===== src/rtl/adxl355_pkg.sv =====
// Shared definitions for the ADXL355 burst reader: register map, command encoding,
// sample geometry and the reader state encoding.
package adxl355_pkg;

  localparam logic [7:0] ADXL355_XDATA3 = 8'h08;
  localparam logic [7:0] ADXL355_YDATA3 = 8'h0B;
  localparam logic [7:0] ADXL355_ZDATA3 = 8'h0E;

  localparam int unsigned ADXL355_N_DATA   = 9;
  localparam int unsigned ADXL355_SAMPLE_W = 20;

  typedef enum logic [2:0] {
    ST_IDLE,
    ST_SETUP,
    ST_SHIFT,
    ST_DONE,
    ST_GAP
  } state_e;

  // Read command: register address in bits 7:1, R/W bit (1 = read) in bit 0.
  function automatic logic [7:0] read_cmd(input logic [6:0] addr);
    return {addr, 1'b1};
  endfunction

endpackage


===== src/rtl/adxl355_sclk_tick.sv =====
// Half-period timer for the SPI clock: pulses every half_period cycles while
// enabled, and starts counting from zero each time it is enabled.
module adxl355_sclk_tick
  import adxl355_pkg::*;
#(
  parameter int unsigned half_period = 4
) (
  input  logic i_clk,
  input  logic i_rst_n,
  input  logic i_en,
  output logic o_tick
);

  localparam int unsigned CW = (half_period > 1) ? $clog2(half_period) : 1;

  logic [CW-1:0] cnt_q, cnt_d;
  logic          last;

  always_comb begin
    last  = (cnt_q == CW'(half_period - 1));
    cnt_d = cnt_q;
    if (!i_en || last) begin
      cnt_d = '0;
    end else begin
      cnt_d = cnt_q + CW'(1);
    end
    o_tick = i_en && last;
  end

  always_ff @(posedge i_clk or negedge i_rst_n) begin
    if (!i_rst_n) begin
      cnt_q <= '0;
    end else begin
      cnt_q <= cnt_d;
    end
  end

endmodule


===== src/rtl/adxl355_rd.sv =====
// ADXL355 data reader: on each accepted DRDY pulse, performs one SPI mode-0 burst
// read of the X/Y/Z data registers and presents the unpacked 20-bit samples.
module adxl355_rd
  import adxl355_pkg::*;
#(
  parameter int unsigned clk_hz     = 40000000,
  parameter int unsigned spi_hz     = 5000000,
  parameter logic [7:0]  start_addr = ADXL355_XDATA3,
  parameter int unsigned n_data     = ADXL355_N_DATA
) (
  input  logic                        i_clk,
  input  logic                        i_rst_n,
  input  logic                        i_enable,
  input  logic                        i_drdy,
  output logic                        o_csn,
  output logic                        o_sclk,
  output logic                        o_mosi,
  input  logic                        i_miso,
  output logic [ADXL355_SAMPLE_W-1:0] o_x,
  output logic [ADXL355_SAMPLE_W-1:0] o_y,
  output logic [ADXL355_SAMPLE_W-1:0] o_z,
  output logic                        o_valid,
  output logic                        o_busy,
  output logic [7:0]                  o_missed
);

  localparam int unsigned H     = clk_hz / (2 * spi_hz);
  localparam int unsigned NBITS = 8 * (1 + n_data);
  localparam int unsigned RXW   = 8 * n_data;
  localparam int unsigned BCW   = $clog2(NBITS);
  localparam int unsigned SW    = ADXL355_SAMPLE_W;
  localparam logic [7:0]  CMD   = read_cmd(start_addr[6:0]);

  if (H < 1) begin : g_bad_half_period
    $error("adxl355_rd: clk_hz/(2*spi_hz) must be at least 1");
  end
  if (n_data < ADXL355_N_DATA) begin : g_bad_n_data
    $error("adxl355_rd: n_data must cover the X/Y/Z data registers");
  end

  state_e           state_q, state_d;
  logic             csn_q, csn_d;
  logic             sclk_q, sclk_d;
  logic             mosi_q, mosi_d;
  logic             valid_q, valid_d;
  logic             busy_q, busy_d;
  logic [SW-1:0]    x_q, x_d;
  logic [SW-1:0]    y_q, y_d;
  logic [SW-1:0]    z_q, z_d;
  logic [7:0]       missed_q, missed_d;
  logic [6:0]       tx_q, tx_d;
  logic [RXW-1:0]   rx_q, rx_d;
  logic [BCW-1:0]   bit_q, bit_d;
  logic             tick;

  // The timer runs continuously from SETUP through GAP, so phase boundaries
  // stay aligned and the final tick also ends the CSN-high gap.
  adxl355_sclk_tick #(
    .half_period(H)
  ) u_tick (
    .i_clk  (i_clk),
    .i_rst_n(i_rst_n),
    .i_en   (state_q != ST_IDLE),
    .o_tick (tick)
  );

  always_comb begin
    state_d  = state_q;
    csn_d    = csn_q;
    sclk_d   = sclk_q;
    mosi_d   = mosi_q;
    valid_d  = 1'b0;
    busy_d   = busy_q;
    x_d      = x_q;
    y_d      = y_q;
    z_d      = z_q;
    missed_d = missed_q;
    tx_d     = tx_q;
    rx_d     = rx_q;
    bit_d    = bit_q;

    if (i_drdy && i_enable && (state_q != ST_IDLE) && (missed_q != 8'hFF)) begin
      missed_d = missed_q + 8'd1;
    end

    unique case (state_q)
      ST_IDLE: begin
        if (i_drdy && i_enable) begin
          state_d = ST_SETUP;
          csn_d   = 1'b0;
          sclk_d  = 1'b0;
          mosi_d  = CMD[7];
          tx_d    = CMD[6:0];
          rx_d    = '0;
          bit_d   = '0;
          busy_d  = 1'b1;
        end
      end
      ST_SETUP: begin
        if (tick) begin
          state_d = ST_SHIFT;
          sclk_d  = 1'b1;
        end
      end
      ST_SHIFT: begin
        if (tick) begin
          if (sclk_q) begin
            sclk_d = 1'b0;
            rx_d   = {rx_q[RXW-2:0], i_miso};
            mosi_d = tx_q[6];
            tx_d   = {tx_q[5:0], 1'b0};
          end else if (bit_q == BCW'(NBITS - 1)) begin
            state_d = ST_DONE;
            csn_d   = 1'b1;
          end else begin
            bit_d  = bit_q + BCW'(1);
            sclk_d = 1'b1;
          end
        end
      end
      ST_DONE: begin
        // Command-byte bits have already shifted out of the top of rx.
        valid_d = 1'b1;
        x_d     = rx_q[RXW-1 -: SW];
        y_d     = rx_q[RXW-25 -: SW];
        z_d     = rx_q[RXW-49 -: SW];
        state_d = tick ? ST_IDLE : ST_GAP;
        busy_d  = !tick;
      end
      ST_GAP: begin
        if (tick) begin
          state_d = ST_IDLE;
          busy_d  = 1'b0;
        end
      end
      default: begin
        state_d = ST_IDLE;
        csn_d   = 1'b1;
        sclk_d  = 1'b0;
        busy_d  = 1'b0;
      end
    endcase
  end

  always_ff @(posedge i_clk or negedge i_rst_n) begin
    if (!i_rst_n) begin
      state_q  <= ST_IDLE;
      csn_q    <= 1'b1;
      sclk_q   <= 1'b0;
      mosi_q   <= 1'b0;
      valid_q  <= 1'b0;
      busy_q   <= 1'b0;
      x_q      <= '0;
      y_q      <= '0;
      z_q      <= '0;
      missed_q <= '0;
      tx_q     <= '0;
      rx_q     <= '0;
      bit_q    <= '0;
    end else begin
      state_q  <= state_d;
      csn_q    <= csn_d;
      sclk_q   <= sclk_d;
      mosi_q   <= mosi_d;
      valid_q  <= valid_d;
      busy_q   <= busy_d;
      x_q      <= x_d;
      y_q      <= y_d;
      z_q      <= z_d;
      missed_q <= missed_d;
      tx_q     <= tx_d;
      rx_q     <= rx_d;
      bit_q    <= bit_d;
    end
  end

  assign o_csn    = csn_q;
  assign o_sclk   = sclk_q;
  assign o_mosi   = mosi_q;
  assign o_valid  = valid_q;
  assign o_busy   = busy_q;
  assign o_x      = x_q;
  assign o_y      = y_q;
  assign o_z      = z_q;
  assign o_missed = missed_q;

endmodule


===== config.mk =====
export PLATFORM = sky130hd
export DESIGN_NAME = adxl355_rd
export DESIGN_NICKNAME = d
export VERILOG_FILES = /design/src/rtl/adxl355_pkg.sv /design/src/rtl/adxl355_sclk_tick.sv /design/src/rtl/adxl355_rd.sv
export SDC_FILE = /design/constraint.sdc
export NUM_CORES = 1
export LEC_CHECK = 0
export ABC_AREA = 1
export BUFFER_PORTS_ARGS = -buffer_cell sky130_fd_sc_hd__buf_2
export CAP_MARGIN = 20
export CORE_ASPECT_RATIO = 1.1
export CORE_UTILIZATION = 55
export CTS_CLUSTER_SIZE = 16
export DETAILED_ROUTE_END_ITERATION = 12
export PLACE_DENSITY = 0.8
export SETUP_SLACK_MARGIN = 0.3
export SLEW_MARGIN = 0
export SYNTH_ARGS = -nofsm -noshare
export SYNTH_HDL_FRONTEND = slang
export SYNTH_SLANG_ARGS = --single-unit

===== constraint.sdc =====
create_clock -name i_clk -period 2 [get_ports i_clk]
set_clock_uncertainty 0.05 [all_clocks]
set_input_delay 0.1 -clock i_clk [delete_from_list [all_inputs] [get_ports i_clk]]
set_output_delay 0.1 -clock i_clk [all_outputs]
set_load 0.01 [all_outputs]

---- After elaboration in Yosys (flattened, before gate mapping) ----
Index checks and enable logic that the tools add are counted.
W data, S select, Z words.
word-level totals
  bits of input ports ..................... 5
  bits in registers ....................... 164
  output and inout port bits .............. 73
operators by class
  reduce and logical (&&, ||, !) cells .... 19
  $add $sub $neg .......................... 3
  muxes and demuxes ....................... 39
  bitwise logic cells ..................... 3
  equality and inequality tests ........... 15
operator list
  cell                   number
  $mux W72               3
  $pmux W72 S2           1
  $mux W7                7
  $pmux W7 S2            2
  $mux W3                7
  $ne A2 B2 Y1 const B   8
  $pmux W3 S5            1
  $mux W1                13
  $reduce_and A5 Y1      2
  $add A8 B1 Y8 const B  1
  $ne A8 B8 Y1 const B   1
  $pmux W1 S4            2
  $reduce_and A4 Y1      2
  $add A7 B1 Y7 const B  1
  $eq A7 B7 Y1 const B   1
  $eq A3 B2 Y1 const B   2
  $reduce_and A6 Y1      1
  $logic_and A1 B1 Y1    4
  $reduce_or A2 Y1       2
  $eq A3 B1 Y1 const B   1
  $eq A3 B3 Y1 const B   1
  $logic_not A3 Y1       1
  $not A1 Y1             3
  $pmux W1 S3            1
  10 further kinds       11

---- Logic depth before layout (Yosys ltp) ----
  word-level depth ........................ 5
  gate-level depth with buffers ........... 9

---- Hierarchy ----
Synthesis repeated with hierarchy kept, for this count alone.
second synthesis, totals
  cells, all modules ...................... 712
  area, all modules ....................... 6528.8 sq um
modules (own cells, without submodules)
  module             times used  cells an instance  area an instance (sq um)
  adxl355_rd         1           702                6439.9
  adxl355_sclk_tick  1           10                 88.8

---- Least setup slack after synthesis ----
Ideal clock, no wire load.
  kind .................................... reg-to-reg
  from .................................... reg state_q[0]
  to ...................................... reg rx_q[52]
  slack ................................... 0.449 ns
  arrival time ............................ 1.436 ns
  cell stages (with the launch flop) ...... 10
  setup time .............................. 0.065 ns
  data required time ...................... 1.885 ns
  cell sequence ........................... dfrtp_1 > nor2_4 > nand2_4 > o21ai_4 > inv_2 > nand3_2 > buf_4 > buf_6 > nand2_1 > nand2_1
on the way
  word-level cells in the longest chain between the ends .. 4
RTL lines
  what                         line                     text
  start, declared              adxl355_rd.sv:41         state_e state_q, state_d;
  start signal, assigned       adxl355_rd.sv:161        state_q <= state_d;
  $reduce_bool A3 Y1           adxl355_rd.sv:63         .i_en (state_q != ST_IDLE),
  $logic_and A1 B1 Y1          adxl355_sclk_tick.sv:27  o_tick = i_en && last;
  $ne A2 B2 Y1 (no line)       -
  $reduce_and A4 Y1 (no line)  -
  end signal, assigned         adxl355_rd.sv:172        rx_q <= rx_d;
  end, declared                adxl355_rd.sv:52         logic [RXW-1:0] rx_q, rx_d;
Parallel ways exist; a longest one is shown, timed or not.
A chain may end at the register's enable or synchronous reset.

---- Worst setup path in the final report ----
  from .................................... reg state_q[2]
  to ...................................... reg rx_q[35]
The elaborated chain is that of the path after synthesis.

==> reports/results.ini <==
[yosys]
yosys.area_share.adder=0.005696
yosys.cell_count.top_type=nand2_1
synth_edf_count=0
synth_top_cell_by_area=dfrtp_1
synth_nets=779
synthCells=771
async_flop_share=1.000
synth_compound_area_frac=0.01329
synth_top_family_by_area=simple AND/OR/NAND/NOR gates
syn_avg_cell_area_um2=8.547
synth_xor_area_frac=0.01063
ys_ff_latch=164
netlist_area_mm2=0.006590
yosys-top-cells-count=nand2_1 (486), dfrtp_1 (163), nor2_1 (19), buf_2 (16)
yosys.area.top_type_share=0.6189
synth_seq_area_share=0.6229
synth_flop_cell=dfrtp_1
muxShareOfSynthArea=0
ys_types=25
yosysWarnings=0
synthSimpleGateAreaFrac=0.3142
synth.area.top_cells=dfrtp_1 (62%), nand2_1 (28%), buf_2 (1.2%), nand3_1 (1.1%), nor2_1 (1.1%)

[detailed_routing]
drtIter0Drc=498
via_per_inst=5.358
ant_nets=0
dr.pass1.iters=8
avgRoutedWirePerCell_um=15.54
drt-total-wl_mm=16.10
num_vias=5551
drcViolationCount=0

[finish]
synthToLayoutAreaGrowth_pct=23.68
antennaDiodeCount=0
fillers=831
final_nets=881
drive_gt1_frac=0.1806
finalNonFillerCells=1036

[cts]
cts_made_buffers=17
cts_root_buf=clkbuf_16
cts.htree.levels=4
cts.clk_slew.worst_paths_ns=0.06
cts_max_path_buffers=2
cts_sinks=164
clock_latency_ns=0.42
cts_tree=done

[power_and_ir_drop]
power_per_cell_area_mw_per_mm2=1177
p_seq_frac=0.381
combPwrFrac=0.286
sw_frac_of_total=0.3179
power.switching_uw=3049
p_int_uw=6543
p_leak_uw=0.004737
vdd_drop_max_uv=624.1
p_clk_frac=0.333

[floorplanning]
rows=41
core_area_mm2=0.01159
ioPinCount=78
floorplan.initialDensity=0.5684
die_height_um=116.8
die_w_um=106.4
dieArea_mm2=0.01242

[timing]
fin_crit_sh=0.8547
rsz0062_at_grt=yes
hold_viol_final=0
setup-tns-final_ns=0
fin_crit_ns=1.709
worst_pin_slew_ns=0.4825
setup_violations=0
setup_slack_ns=0.2906
finalMaxSlewViolations=0
max_freq_mhz=585.0
slew_headroom=0.6783

[global_route]
grt_pass1_wl_mm=22.85
grt_pass1_vias=4809
grt_use_total=0.2384
overflow=0
grt_max_degree=57
antenna_found_initial=0

[worst_setup_path]
crit_type=reg2reg
crit_slowest_cell=dfrtp_2
cp-end-kind=flip-flop
cp.arrival_ns=2.02
crit_fanout=13
critPathMaxStageDelay_ns=0.46
cp.required_ns=2.31
critPathLaunchType=flip-flop
path_cells=nor2_4 -> nand2_4 -> o21ai_4 -> inv_2 -> nand3_4 -> buf_12 -> clkbuf_16 -> nand2_1 -> nand2_1
crit_top_cell=nand2_1

[job]
cap_violations=0

[place]
dp_cells=982
dp_slack_ns=0.2347
place.gp.congestion=0.8976
portBuffers=77
hpwl_mm=8.214

[run_status]
status=finished clean

[hold_path]
worstHoldPathType=in2reg

layer usage:
layer | global-route usage | up-vias | wire, um
met5 | 0 | - | 0
met4 | 0.09537 | 0 | 485
met3 | 0.05205 | 45 | 996
met2 | 0.3870 | 232 | 8005
met1 | 0.3171 | 2718 | 6607
li1 | - | 2556 | -
flip-flops by register name, indices dropped and copies added, names as in the netlist, 2 cells and up:
register	count
bit_q	7
o_missed	8
o_x	20
o_y	20
o_z	20
rx_q	72
state_q	3
tx_q	7
u_tick.cnt_q	2
what timing repair did:
item | 4_1_cts | 5_1_grt
endpoints found under the setup margin | 85 | 94
hold buffers | 2 | 0
gates resized for setup | 4 | 16
setup buffers | 1 | 11
endpoints found under the hold margin | 90 | 0
cloned | 1 | 7
pin swaps | 1 | 4
kinds of logic (layout without fill, tap and decap cells):
kind of cell             count (synthesis)  after routing
AO/OA/AOI/OAI                           15             15
XOR/XNOR                                 8              8
adder cells (fa/ha/maj)                  3              3
buffers and inverters                   48            163
flip-flops                             164            164
AND/OR/NAND/NOR                        533            533
power groups by stage:
stage | registers [uW] | logic (uW) | clock network [uW]
after global placement | 3700 | 1960 | 0
after global routing | 3670 | 2960 | 3350
after detailed placement | 3700 | 1970 | 0
final | 3660 | 2740 | 3190
after floorplan | 3710 | 1290 | 0
after CTS | 3650 | 2050 | 3220
per-stage QoR:
stage,util,hold WS (ns),instance area [um^2],total power [uW]
global placement,0.6221,0.03034,7212,5654
global route,0.7030,0.03924,8150,9985
floorplan,-,-0.2456,6590,5008
CTS,0.6779,0.001616,7859,8920
finish,0.7030,0.03790,8150,9593
detailed placement,0.6221,0.02764,7212,5671
worst paths after layout:
| kind | slack, ns | cells past startpoint | start | endpoint |
|---|---|---|---|---|
| setup / recovery | 0.29 | 9 | state_q[2] | rx_q[35] |
| hold / removal | 0.04 | 3 | i_enable | tx_q[0] |
| min in group asynchronous | 0.14 | 2 | i_rst_n | o_z[5] |
| max in group asynchronous | 1.09 | 3 | i_rst_n | rx_q[46] |
| hold reg to reg | 0.41 | 1 | u_tick.cnt_q[0] | u_tick.cnt_q[0] |
| setup reg to reg | 0.29 | 9 | state_q[2] | rx_q[35] |
cell usage in the layout, fill, tap and decap left out, drive strengths merged, types with 4 or more instances in the layout:
cell type / count
nand3: 17
clkbuf: 30
nor2: 20
buf: 104
xnor2: 8
o21ai: 10
clkinvlp: 4
a21oi: 4
inv: 18
dfrtp: 163
nand2: 487
worst max-delay path, delay by kind of cell, from the launching register on:
kind            cells  cell delay (ns)
compound gates      1             0.18
buf+inv             3             0.42
flops               1             0.46
simple gates        5             0.53
cell type report:
cell class | count | area [um^2] | area share
timing repair buffer | 112 | 888.4 | 0.1090
tap | 150 | 187.7 | 0.02303
multi-input combinational | 559 | 2306 | 0.2829
sequential | 164 | 4110 | 0.5043
clock inverter | 8 | 100.1 | 0.01228
inverter | 19 | 76.32 | 0.009364
clock buffer | 24 | 481.7 | 0.05910
(Power assumes the default switching activity.)
